[config.mk]
export PLATFORM = sky130hd
export DESIGN_NAME = mmio_axil_master
export DESIGN_NICKNAME = d
export VERILOG_FILES = /design/src/rtl/mmio_axil_defs.sv /design/src/rtl/mmio_axil_watchdog.sv /design/src/rtl/mmio_axil_master.sv
export SDC_FILE = /design/constraint.sdc
export NUM_CORES = 1
export LEC_CHECK = 0
export CAP_MARGIN = 20
export CORE_UTILIZATION = 40
export DETAILED_ROUTE_END_ITERATION = 10
export PLACE_DENSITY = 0.84
export SLEW_MARGIN = 20
export SYNTH_ARGS = -nofsm -noshare
export SYNTH_HDL_FRONTEND = slang
export SYNTH_SLANG_ARGS = --single-unit
[constraint.sdc]
create_clock -name fclk -period 4.7 [get_ports fclk]
set_input_delay 0.705 -clock fclk [delete_from_list [all_inputs] [get_ports fclk]]
set_output_delay 0.705 -clock fclk [all_outputs]
set_load 0.03 [all_outputs]
[src/rtl/mmio_axil_defs.sv]
// rtl/mmio_axil_defs.sv - shared state encodings and AXI response codes for the MMIO AXI-Lite master
package mmio_axil_defs;

    typedef enum logic [1:0] {
        ST_IDLE = 2'd0,
        ST_WR   = 2'd1,
        ST_RD   = 2'd2,
        ST_RSP  = 2'd3
    } state_e;

    localparam logic [1:0] RESP_OKAY    = 2'b00;
    localparam logic [1:0] RESP_EXOKAY  = 2'b01;
    localparam logic [1:0] RESP_SLVERR  = 2'b10;
    localparam logic [1:0] RESP_DECERR  = 2'b11;
    // The watchdog reuses the DECERR code so a stuck slave looks like a decode failure upstream.
    localparam logic [1:0] RESP_TIMEOUT = 2'b11;

endpackage

[src/rtl/mmio_axil_watchdog.sv]
// rtl/mmio_axil_watchdog.sv - transaction watchdog, only built when MMIO_AXIL_TIMEOUT_EN is defined
//  fclk, rst_n : clock, asynchronous active-low reset
//  clr         : zero the counter (request accepted)
//  en          : count this cycle (transaction outstanding)
//  expired     : the LIMIT-th outstanding cycle is now
`ifdef MMIO_AXIL_TIMEOUT_EN
module mmio_axil_watchdog #(
    parameter int unsigned LIMIT = 1024
) (
    input  logic fclk,
    input  logic rst_n,
    input  logic clr,
    input  logic en,
    output logic expired
);

    localparam int unsigned CNT_W = $clog2(LIMIT + 1);

    logic [CNT_W-1:0] cnt_q;
    logic [CNT_W-1:0] cnt_d;

    // Counter holds k-1 in the k-th outstanding cycle, so expiry fires in cycle LIMIT and the
    // response is presented one cycle later.
    assign expired = en && (cnt_q == CNT_W'(LIMIT - 1));

    always_comb begin
        cnt_d = cnt_q;
        if (clr) begin
            cnt_d = '0;
        end else if (en && !expired) begin
            cnt_d = cnt_q + 1'b1;
        end
    end

    always_ff @(posedge fclk or negedge rst_n) begin
        if (!rst_n) begin
            cnt_q <= '0;
        end else begin
            cnt_q <= cnt_d;
        end
    end

endmodule
`endif

[src/rtl/mmio_axil_master.sv]
// rtl/mmio_axil_master.sv - single-outstanding AXI4-Lite initiator driven by a local request/response port
//  Request  : req_valid/req_ready/req_write/req_addr/req_wdata/req_wstrb
//  Response : rsp_valid/rsp_ready/rsp_rdata/rsp_resp, busy
//  AXI side : M_AXI_AW*, M_AXI_W*, M_AXI_B*, M_AXI_AR*, M_AXI_R*
//  Option   : MMIO_AXIL_TIMEOUT_EN adds a watchdog that ends a stuck transaction with resp 2'b11
module mmio_axil_master
    import mmio_axil_defs::*;
#(
    parameter int unsigned ADDR_W         = 32,
    parameter int unsigned DATA_W         = 32,
    parameter int unsigned TIMEOUT_CYCLES = 1024
) (
    input  logic                fclk,
    input  logic                rst_n,
    input  logic                req_valid,
    output logic                req_ready,
    input  logic                req_write,
    input  logic [ADDR_W-1:0]   req_addr,
    input  logic [DATA_W-1:0]   req_wdata,
    input  logic [DATA_W/8-1:0] req_wstrb,
    output logic                rsp_valid,
    input  logic                rsp_ready,
    output logic [DATA_W-1:0]   rsp_rdata,
    output logic [1:0]          rsp_resp,
    output logic                busy,
    output logic [ADDR_W-1:0]   M_AXI_AWADDR,
    output logic                M_AXI_AWVALID,
    input  logic                M_AXI_AWREADY,
    output logic [DATA_W-1:0]   M_AXI_WDATA,
    output logic [DATA_W/8-1:0] M_AXI_WSTRB,
    output logic                M_AXI_WVALID,
    input  logic                M_AXI_WREADY,
    input  logic [1:0]          M_AXI_BRESP,
    input  logic                M_AXI_BVALID,
    output logic                M_AXI_BREADY,
    output logic [ADDR_W-1:0]   M_AXI_ARADDR,
    output logic                M_AXI_ARVALID,
    input  logic                M_AXI_ARREADY,
    input  logic [DATA_W-1:0]   M_AXI_RDATA,
    input  logic [1:0]          M_AXI_RRESP,
    input  logic                M_AXI_RVALID,
    output logic                M_AXI_RREADY
);

    state_e              state_q, state_d;
    logic [ADDR_W-1:0]   addr_q, addr_d;
    logic [DATA_W-1:0]   wdata_q, wdata_d;
    logic [DATA_W/8-1:0] wstrb_q, wstrb_d;
    logic                aw_done_q, aw_done_d;
    logic                w_done_q, w_done_d;
    logic                ar_done_q, ar_done_d;
    logic [DATA_W-1:0]   rdata_q, rdata_d;
    logic [1:0]          resp_q, resp_d;
    logic                accept;
    logic                wd_expired;

    assign req_ready = (state_q == ST_IDLE);
    assign accept    = req_valid && req_ready;
    assign busy      = (state_q != ST_IDLE);
    assign rsp_valid = (state_q == ST_RSP);
    assign rsp_rdata = rdata_q;
    assign rsp_resp  = resp_q;

    // VALIDs are derived from state plus per-channel done flags, so leaving WR/RD (response or
    // watchdog) and reset both drop them without extra flops.
    assign M_AXI_AWADDR  = addr_q;
    assign M_AXI_AWVALID = (state_q == ST_WR) && !aw_done_q;
    assign M_AXI_WDATA   = wdata_q;
    assign M_AXI_WSTRB   = wstrb_q;
    assign M_AXI_WVALID  = (state_q == ST_WR) && !w_done_q;
    assign M_AXI_BREADY  = (state_q == ST_WR);
    assign M_AXI_ARADDR  = addr_q;
    assign M_AXI_ARVALID = (state_q == ST_RD) && !ar_done_q;
    assign M_AXI_RREADY  = (state_q == ST_RD) && ar_done_q;

`ifdef MMIO_AXIL_TIMEOUT_EN
    mmio_axil_watchdog #(
        .LIMIT   (TIMEOUT_CYCLES)
    ) u_watchdog (
        .fclk    (fclk),
        .rst_n   (rst_n),
        .clr     (accept),
        .en      ((state_q == ST_WR) || (state_q == ST_RD)),
        .expired (wd_expired)
    );
`else
    assign wd_expired = 1'b0;
`endif

    always_comb begin
        state_d   = state_q;
        addr_d    = addr_q;
        wdata_d   = wdata_q;
        wstrb_d   = wstrb_q;
        aw_done_d = aw_done_q;
        w_done_d  = w_done_q;
        ar_done_d = ar_done_q;
        rdata_d   = rdata_q;
        resp_d    = resp_q;
        case (state_q)
            ST_IDLE: begin
                if (accept) begin
                    addr_d    = req_addr;
                    wdata_d   = req_wdata;
                    wstrb_d   = req_wstrb;
                    aw_done_d = 1'b0;
                    w_done_d  = 1'b0;
                    ar_done_d = 1'b0;
                    state_d   = req_write ? ST_WR : ST_RD;
                end
            end
            ST_WR: begin
                if (M_AXI_AWVALID && M_AXI_AWREADY) aw_done_d = 1'b1;
                if (M_AXI_WVALID && M_AXI_WREADY)   w_done_d  = 1'b1;
                // A B handshake in the expiry cycle has really happened, so the slave code wins.
                if (M_AXI_BVALID) begin
                    rdata_d = '0;
                    resp_d  = M_AXI_BRESP;
                    state_d = ST_RSP;
                end else if (wd_expired) begin
                    rdata_d = '0;
                    resp_d  = RESP_TIMEOUT;
                    state_d = ST_RSP;
                end
            end
            ST_RD: begin
                if (M_AXI_ARVALID && M_AXI_ARREADY) ar_done_d = 1'b1;
                if (M_AXI_RVALID && M_AXI_RREADY) begin
                    rdata_d = M_AXI_RDATA;
                    resp_d  = M_AXI_RRESP;
                    state_d = ST_RSP;
                end else if (wd_expired) begin
                    rdata_d = '0;
                    resp_d  = RESP_TIMEOUT;
                    state_d = ST_RSP;
                end
            end
            ST_RSP: begin
                if (rsp_ready) state_d = ST_IDLE;
            end
            default: state_d = ST_IDLE;
        endcase
    end

    always_ff @(posedge fclk or negedge rst_n) begin
        if (!rst_n) begin
            state_q   <= ST_IDLE;
            addr_q    <= '0;
            wdata_q   <= '0;
            wstrb_q   <= '0;
            aw_done_q <= 1'b0;
            w_done_q  <= 1'b0;
            ar_done_q <= 1'b0;
            rdata_q   <= '0;
            resp_q    <= RESP_OKAY;
        end else begin
            state_q   <= state_d;
            addr_q    <= addr_d;
            wdata_q   <= wdata_d;
            wstrb_q   <= wstrb_d;
            aw_done_q <= aw_done_d;
            w_done_q  <= w_done_d;
            ar_done_q <= ar_done_d;
            rdata_q   <= rdata_d;
            resp_q    <= resp_d;
        end
    end

endmodule

==> flow_summary.ini, run 1 <==
[global_route]
grt_pass1_vias = 3287
grt_start_max_net_pins = 77
grt_pass1_wl_um = 16640
track_usage_pct = 18.68
antenna_found_initial = 0
grt_overflow = 0

[yosys]
yosysTopAreaCell = dfrtp_1
ys_warn_count = 0
synthTopCellsByArea = dfrtp_1, mux2_2, a22o_1, buf_4, mux2_4
ys_seq_area_share_pct = 60.50
synth_area_sq_um = 4425
synth_fp_nets = 418
ys_types = 24
synth.avg_cell_area_sq_um = 14.85
synthDominantCellAreaShare_pct = 60.50
synth_seq_cells = 107
synth_cells = 298

[cts]
h-tree-depth = 3
cts_root_buf = clkbuf_8
cts_resized = 0
cts.sinks = 107
cts_buffers = 9
clkSlewWorstSetupHoldPaths_ns = 0.10
clock_path_buffers = 2
cts_setup_buffers = 0
insertion_delay_ns = 0.35
ctsHoldBuffers = 0
cts_tree = done

[timing]
rsz0062_at_grt = false
max_clock_freq_ghz = 0.3513
whs_ns = 0.4769
fin_skew_ns = 0.006345
hold_viol = 0
max_slew_margin_pct = 37.13
min_period_ns = 2.846
slew_violations = 0
min_period_over_period_pct = 60.56
max_slew.worst_pin.slew_ns = 0.9430
fin_setup_tns_ns = 0
setup-violations-final = 0

[final_layout]
syn_to_final_growth_pct = 58.61
diodes = 0
final_common_cell = clkdlybuf4s50_1
final_util_pct = 65.04
drive_gt1_share_pct = 17.90
final_area_sq_um = 7019
final_nets = 640
final_cell_mix = clkdlybuf4s50_1, dfrtp_1, mux2_2

[outcome]
outcome = complete, no violations

[worst_setup_path]
start_kind = register
cpPeakStageDelay_ns = 0.72
rr_worst_depth = 4
r2r_slack_ns = 2.54
worstPathRequired_ns = 3.99
critPathKind = register to primary output
cp.arrival_ns = 2.14
reg2reg_to = M_AXI_WDATA[24]
path_max_fanout = 4
setup.worst_path.end_class = primary output
timing.rr.start = state_q[0]
cpMostUsedCell = inv_1
path_cells = inv_1 -> ha_1 -> inv_1 -> nor2_1 -> clkdlybuf4s50_1
critPathSlowestCell = clkdlybuf4s50_1

[hold_path]
hold_class = primary input to asynchronous set/reset pin

[run]
maxCapViolations = 0

[pwr]
total_power_uw = 5117
leakagePower_uw = 0.003017
irDropWorstVdd_mv = 0.4751
power_density_nw_per_um2 = 728.9

[detailed_routing]
dr.pass1.iters = 6
drtIter0Drc = 133
routedWlPerCell_um = 16.28
ant_nets = 0
routed_wl_um = 10830
viasPerCell = 4.797
drc = 0
dr_total_vias = 3190

[place]
portBuffers = 255
hpwl_um = 7984
gp_congestion = 0.7756
dpl_cell_area_sq_um = 6829

[die]
initial_core_util_pct = 41.00
die_w_um = 107.2
core_sq_um = 10790
die_h_um = 107.2
dieArea_sq_um = 11490
rows = 38
boundaryPins = 256
layer usage:
layer / GRT usage (%) / share of wire, % / wire length, um / up-vias
li1: - / - / - / 1466
met1: 21.78 / 39 / 4184 / 1552
met2: 33.36 / 52 / 5654 / 153
met3: 3.891 / 6.9 / 746 / 19
met4: 7.534 / 2.3 / 244 / 0
met5: 0 / 0 / 0 / -
power by group:
part           switching, uW  internal [uW]  leakage [uW]  total [uW]
Combinational           1650           1390       0.00159        3040
Clock                    302            237     0.0000956         539
Sequential               239           1300       0.00133        1540
Total                   2200           2920       0.00302        5120
state kept, by name, summed over array words and instances (netlist names):
register and count:
state_q 2, w_done_q 1, rsp_rdata 32, M_AXI_WSTRB 4, aw_done_q 1, M_AXI_ARADDR 32, M_AXI_WDATA 32, rsp_resp 2
ar_done_q 1
layout make-up:
class / instances / area [sq um]
fill: 796 / 3774
sequential: 107 / 2678
timing repair buffer: 257 / 2565
multi-input combinational: 138 / 1385
tap: 140 / 175.2
clock buffer: 13 / 168.9
inverter: 7 / 26.28
clock inverter: 3 / 21.27
kinds of logic after synthesis:
group | share of synthesized area (%)
and+or+nand+nor | 1.583
buffers and inverters | 8.369
DFF | 60.50
adders and majority gates | 1.696
AOI/OAI and AO/OA | 8.765
muxes | 19.08
cell usage after synthesis, drive strengths merged:
master / number
nor2b: 3
inv: 7
mux2: 72
a21oi: 6
a22oi: 1
nand2: 4
nand2b: 3
ha: 6
and3: 1
a31oi: 2
a22o: 32
dfrtp: 107
nor2: 1
o21ai: 2
buf: 46
o2111a: 1
o221ai: 1
o211ai: 1
o22ai: 1
a2bb2oi: 1
worst max-delay path by stage:
stage / startpoint / endpoint / slack [ns]
6_report: state_q[0] / M_AXI_RREADY / 1.85
5_1_grt: state_q[0] / M_AXI_RREADY / 1.71
4_1_cts: state_q[0] / M_AXI_RREADY / 1.83
3_5_place_dp: req_valid / M_AXI_ARADDR[31] / 2.12
3_3_place_gp: req_valid / M_AXI_WDATA[31] / 2.18
2_1_floorplan: state_q[1] / M_AXI_AWVALID / 2.52
worst max-delay path: cells and delay by family, from the launching register on:
family                   cells  cell delay (ns)
buffers and inverters        3             0.95
flip-flops                   1             0.43
adder cells (fa/ha/maj)      1             0.24
AND/OR/NAND/NOR              1             0.18
per-stage QoR:
step,instances,setup slack [ns]
after global routing,665,1.714
after CTS,665,1.830
after floorplan,298,2.517
after detailed placement,649,2.115
final,665,1.854
after global placement,649,2.182
Power figures use the tool's default switching activity.
==> run 2, diff against run 1 <==
--- a/config.mk
+++ b/config.mk
@@ -6,9 +6,9 @@
 export NUM_CORES = 1
 export LEC_CHECK = 0
 export CAP_MARGIN = 20
-export CORE_UTILIZATION = 40
+export CORE_UTILIZATION = 34
 export DETAILED_ROUTE_END_ITERATION = 10
-export PLACE_DENSITY = 0.84
+export PLACE_DENSITY = 0.76
 export SLEW_MARGIN = 20
 export SYNTH_ARGS = -nofsm -noshare
 export SYNTH_HDL_FRONTEND = slang
==> constraint.sdc (replaced) <==
create_clock -name fclk -period 2.5 [get_ports fclk]
set_input_delay 0.375 -clock fclk [delete_from_list [all_inputs] [get_ports fclk]]
set_output_delay 0.375 -clock fclk [all_outputs]
set_load 0.03 [all_outputs]
==> flow_summary.ini, run 2 (synthesized netlist as in run 1, its figures left out) <==
[outcome]
outcome = complete, no violations

[worst_setup_path]
worstPathRequired_ns = 2.12
reg2reg_to = rsp_resp[1]
setup.worst_path.end_class = primary output
r2r_slack_ns = 0.57
cp.arrival_ns = 2.01
timing.rr.start = state_q[1]
critPathKind = register to primary output
path_max_fanout = 6
rr_worst_depth = 7
start_kind = register

[timing]
slew_violations = 0
fin_setup_tns_ns = 0
min_period_over_period_pct = 95.39
rsz0062_at_grt = false
setup-violations-final = 0
hold_viol = 0
max_slew_margin_pct = 64.99
max_clock_freq_ghz = 0.4193
min_period_ns = 2.385
fin_skew_ns = 0.006019
max_slew.worst_pin.slew_ns = 0.5252
finalWorstSetupSlack_ns = 0.1151

[place]
dp_slack_ns = 0.3973
hpwl_um = 8499
portBuffers = 255
gp_congestion = 0.7627

[die]
die_h_um = 116.1
boundaryPins = 256
die_w_um = 116.1
initial_core_util_pct = 34.93
rows = 41
dieArea_sq_um = 13480
core_sq_um = 12670

[cts]
cts.sinks = 107
cts_tree = done
h-tree-depth = 3
clkSlewWorstSetupHoldPaths_ns = 0.07
clock_path_buffers = 2
insertion_delay_ns = 0.34
cts_buffers = 9
cts_setup_buffers = 0
cts_root_buf = clkbuf_16

[global_route]
grt_overflow = 0
grt_pass1_wl_um = 16390
grt_pass1_vias = 3227
grt_start_max_net_pins = 50
antenna_found_initial = 0
track_usage_pct = 16.04

[detailed_routing]
dr_total_vias = 3201
routed_wl_um = 10930
ant_nets = 0
dr.pass1.iters = 4
drc = 0
drtIter0Drc = 106
viasPerCell = 4.560
routedWlPerCell_um = 15.57

[final_layout]
syn_to_final_growth_pct = 63.78
diodes = 0
final_cell_mix = clkdlybuf4s50_1, dfrtp_1, mux2_2
final_common_cell = clkdlybuf4s50_1
final_nets = 645
drive_gt1_share_pct = 18.87

[pwr]
p_sw_share_pct = 41.75
p_sw_uw = 4202
p_int_uw = 5864
irDropWorstVdd_mv = 0.7006
clock_power_share_pct = 14.0
leakagePower_uw = 0.003140
power_density_nw_per_um2 = 1389
combPwrFrac_pct = 57.2
p_seq_share_pct = 28.7

[hold_path]
hold_class = primary input to asynchronous set/reset pin

[run]
maxCapViolations = 0
[run 2: layout make-up]
class,count,area (sq um)
clock inverters,7,73.82
inverters,7,26.28
multi-input cells,138,1385
flip-flops and latches,107,2678
well taps,172,215.2
fillers,1070,5423
repair buffers,262,2645
clock buffers,9,225.2
[run 2: worst max-delay path by stage]
| stage | from | to | slack, ns | depth (start not counted) |
|---|---|---|---|---|
| finish | state_q[0] | busy | 0.12 | 4 |
| global route | state_q[0] | busy | 0.02 | 4 |
| CTS | state_q[0] | M_AXI_RREADY | 0.01 | 5 |
| detailed placement | state_q[0] | M_AXI_RREADY | 0.40 | 5 |
| global placement | state_q[0] | M_AXI_RREADY | 0.49 | 5 |
| floorplan | state_q[0] | rsp_rdata[10] | 0.59 | 8 |
[run 2: power by group through the flow]
stage	clock network (uW)	registers, uW	logic [uW]
after floorplan	0	4210	2340
after global placement	0	2890	5730
after detailed placement	0	2920	5810
after CTS	1460	2900	5820
after global routing	1530	2990	6050
final	1410	2890	5760
[run 2: routing by layer]
metal | track usage (%) | vias up | wire length [um]
met5 | 0 | - | 0
met4 | 5.299 | 0 | 116
met3 | 5.138 | 9 | 946
met2 | 28.69 | 163 | 5646
met1 | 18.06 | 1553 | 4224
li1 | - | 1476 | -
[run 2: through the flow]
stage / area, sq um / utilization, % / hold WS, ns / total power, uW / cells
final: 7248 / 57.20 / 0.005513 / 10070 / 702
after global routing: 7248 / 57.20 / 0.03754 / 10570 / 702
after CTS: 7243 / 57.16 / 0.01537 / 10180 / 702
after detailed placement: 6944 / 54.80 / 0.3884 / 8734 / 686
after global placement: 6944 / 54.80 / 0.3805 / 8623 / 686
after floorplan: 4425 / - / 0.07941 / 6551 / 298
[run 2: critical path, cell delays in order (launching register included)]
cell             delay, ns
dfrtp_1               0.42
inv_1                 0.12
ha_1                  0.32
inv_1                 0.14
clkdlybuf4s50_1       0.68
[run 2: what timing repair did]
item	in CTS	in global routing
gates resized for setup	0	2
endpoints found under the hold margin	0	0
hold buffers	0	0
setup endpoints to repair	0	2
==> run 3, diff against run 2 <==
--- a/config.mk
+++ b/config.mk
@@ -5,10 +5,9 @@
 export SDC_FILE = /design/constraint.sdc
 export NUM_CORES = 1
 export LEC_CHECK = 0
-export CAP_MARGIN = 20
-export CORE_UTILIZATION = 34
+export CORE_UTILIZATION = 40
 export DETAILED_ROUTE_END_ITERATION = 10
-export PLACE_DENSITY = 0.76
+export PLACE_DENSITY = 0.84
 export SLEW_MARGIN = 20
 export SYNTH_ARGS = -nofsm -noshare
 export SYNTH_HDL_FRONTEND = slang
==> constraint.sdc (replaced) <==
create_clock -name fclk -period 3.1 [get_ports fclk]
set_input_delay 0.465 -clock fclk [delete_from_list [all_inputs] [get_ports fclk]]
set_output_delay 0.465 -clock fclk [all_outputs]
set_load 0.03 [all_outputs]
==> flow_summary.ini, run 3 (synthesized netlist as in run 1, its figures left out) <==
[place]
hpwl_um = 8324
portBuffers = 255
dp_slack_ns = 0.8658
gp_congestion = 0.7943

[die]
initial_core_util_pct = 41.00
core_sq_um = 10790
die_w_um = 107.2
boundaryPins = 256
rows = 38
dieArea_sq_um = 11490
die_h_um = 107.2

[global_route]
met3_usage_pct = 4.863
grtUsageMet1_pct = 20.73
top_usage_layer = met2
use_met2_pct = 34.06
grt_pass1_vias = 3336
grt_pass1_wl_um = 16540
antenna_found_initial = 0
grt_start_max_net_pins = 58
grt_overflow = 0
track_usage_pct = 18.80

[timing]
max_slew.worst_pin.slew_ns = 0.7333
rsz0062_at_grt = false
hold_viol = 0
slew_violations = 0
fin_setup_tns_ns = 0
finalWorstSetupSlack_ns = 0.4540
setup-violations-final = 0
max_clock_freq_ghz = 0.3779
max_slew_margin_pct = 51.11
min_period_ns = 2.646
min_period_over_period_pct = 85.36
fin_skew_ns = 0.01217

[detailed_routing]
dr.pass1.iters = 6
ant_nets = 0
routedWlPerCell_um = 16.43
drc = 0
viasPerCell = 4.882
routed_wl_um = 10960
dr_total_vias = 3256
drtIter0Drc = 93

[cts]
ctsHoldBuffers = 0
cts_setup_buffers = 0
cts_resized = 0
h-tree-depth = 3
cts_buffers = 9
cts_root_buf = clkbuf_8
clock_path_buffers = 2
cts_tree = done
cts.sinks = 107
clkSlewWorstSetupHoldPaths_ns = 0.11
insertion_delay_ns = 0.37

[final_layout]
syn_to_final_growth_pct = 59.71
final_util_pct = 65.49
drive_gt1_share_pct = 18.41
diodes = 0
final_cell_mix = clkdlybuf4s50_1, dfrtp_1, mux2_2
final_nets = 642
final_common_cell = clkdlybuf4s50_1

[pwr]
total_power_uw = 7824
irDropWorstVdd_mv = 0.7477
power_density_nw_per_um2 = 1107
leakagePower_uw = 0.003045

[hold_path]
hold_class = primary input to asynchronous set/reset pin

[worst_setup_path]
path_max_fanout = 8
cp.arrival_ns = 2.18
worstPathRequired_ns = 2.63
setup.worst_path.end_class = primary output
rr_worst_depth = 5
critPathKind = register to primary output
start_kind = register

[run]
maxCapViolations = 0

[outcome]
outcome = complete, no violations
## run 3: changes by cell type in the layout (fill, tap and decap cells not counted)
cell,previous run,this run
buf_12,3,2
buf_4,5,3
clkbuf_16,9,0
clkbuf_8,0,9
clkdlybuf4s50_1,252,254
clkinv_4,1,2
clkinvlp_4,1,0
dlymetal6s2s_1,2,0
## run 3: where the power goes
group | total [uW] | switching [uW] | internal, uW
Combinational | 4630 | 2520 | 2110
Clock | 855 | 475 | 379
Sequential | 2340 | 371 | 1970
## run 3: metrics by stage
| stage | cells | area (sq um) | hold slack (ns) |
|---|---|---|---|
| global placement | 651 | 6869 | 0.4870 |
| floorplan | 298 | 4425 | 0.1694 |
| detailed placement | 651 | 6869 | 0.4926 |
| finish | 667 | 7068 | 0.1221 |
| CTS | 667 | 7068 | 0.1475 |
| global route | 667 | 7068 | 0.1740 |
## run 3: critical path: stages, from the launching register on
cell and delay (ns):
dfrtp_1 0.44, inv_1 0.12, ha_1 0.35, nor2b_1 0.21
clkdlybuf4s50_1 0.70
## run 3: cell type report
cell class	count	area [sq um]
fill	820	3725
sequential	107	2678
timing repair buffer	259	2605
multi-input combinational	138	1385
tap	140	175.2
clock buffer	9	123.9
clock inverter	7	75.07
inverter	7	26.28
## run 3: worst paths after layout
path | to | slack (ns) | from
min in group fclk | M_AXI_WDATA[23] | 0.51 | M_AXI_WDATA[23]
max in group asynchronous | M_AXI_WDATA[15] | 2.21 | rst_n
min | M_AXI_WDATA[6] | 0.12 | rst_n
max reg2reg | rsp_rdata[12] | 1.09 | state_q[1]
min reg2reg | M_AXI_WDATA[23] | 0.51 | M_AXI_WDATA[23]
max | M_AXI_AWVALID | 0.45 | state_q[1]
## run 3: routing by layer
layer | wire (um) | up-vias
met1 | 4097 | 1601
met5 | 0 | -
met4 | 257 | 0
met3 | 811 | 22
li1 | - | 1467
met2 | 5793 | 166
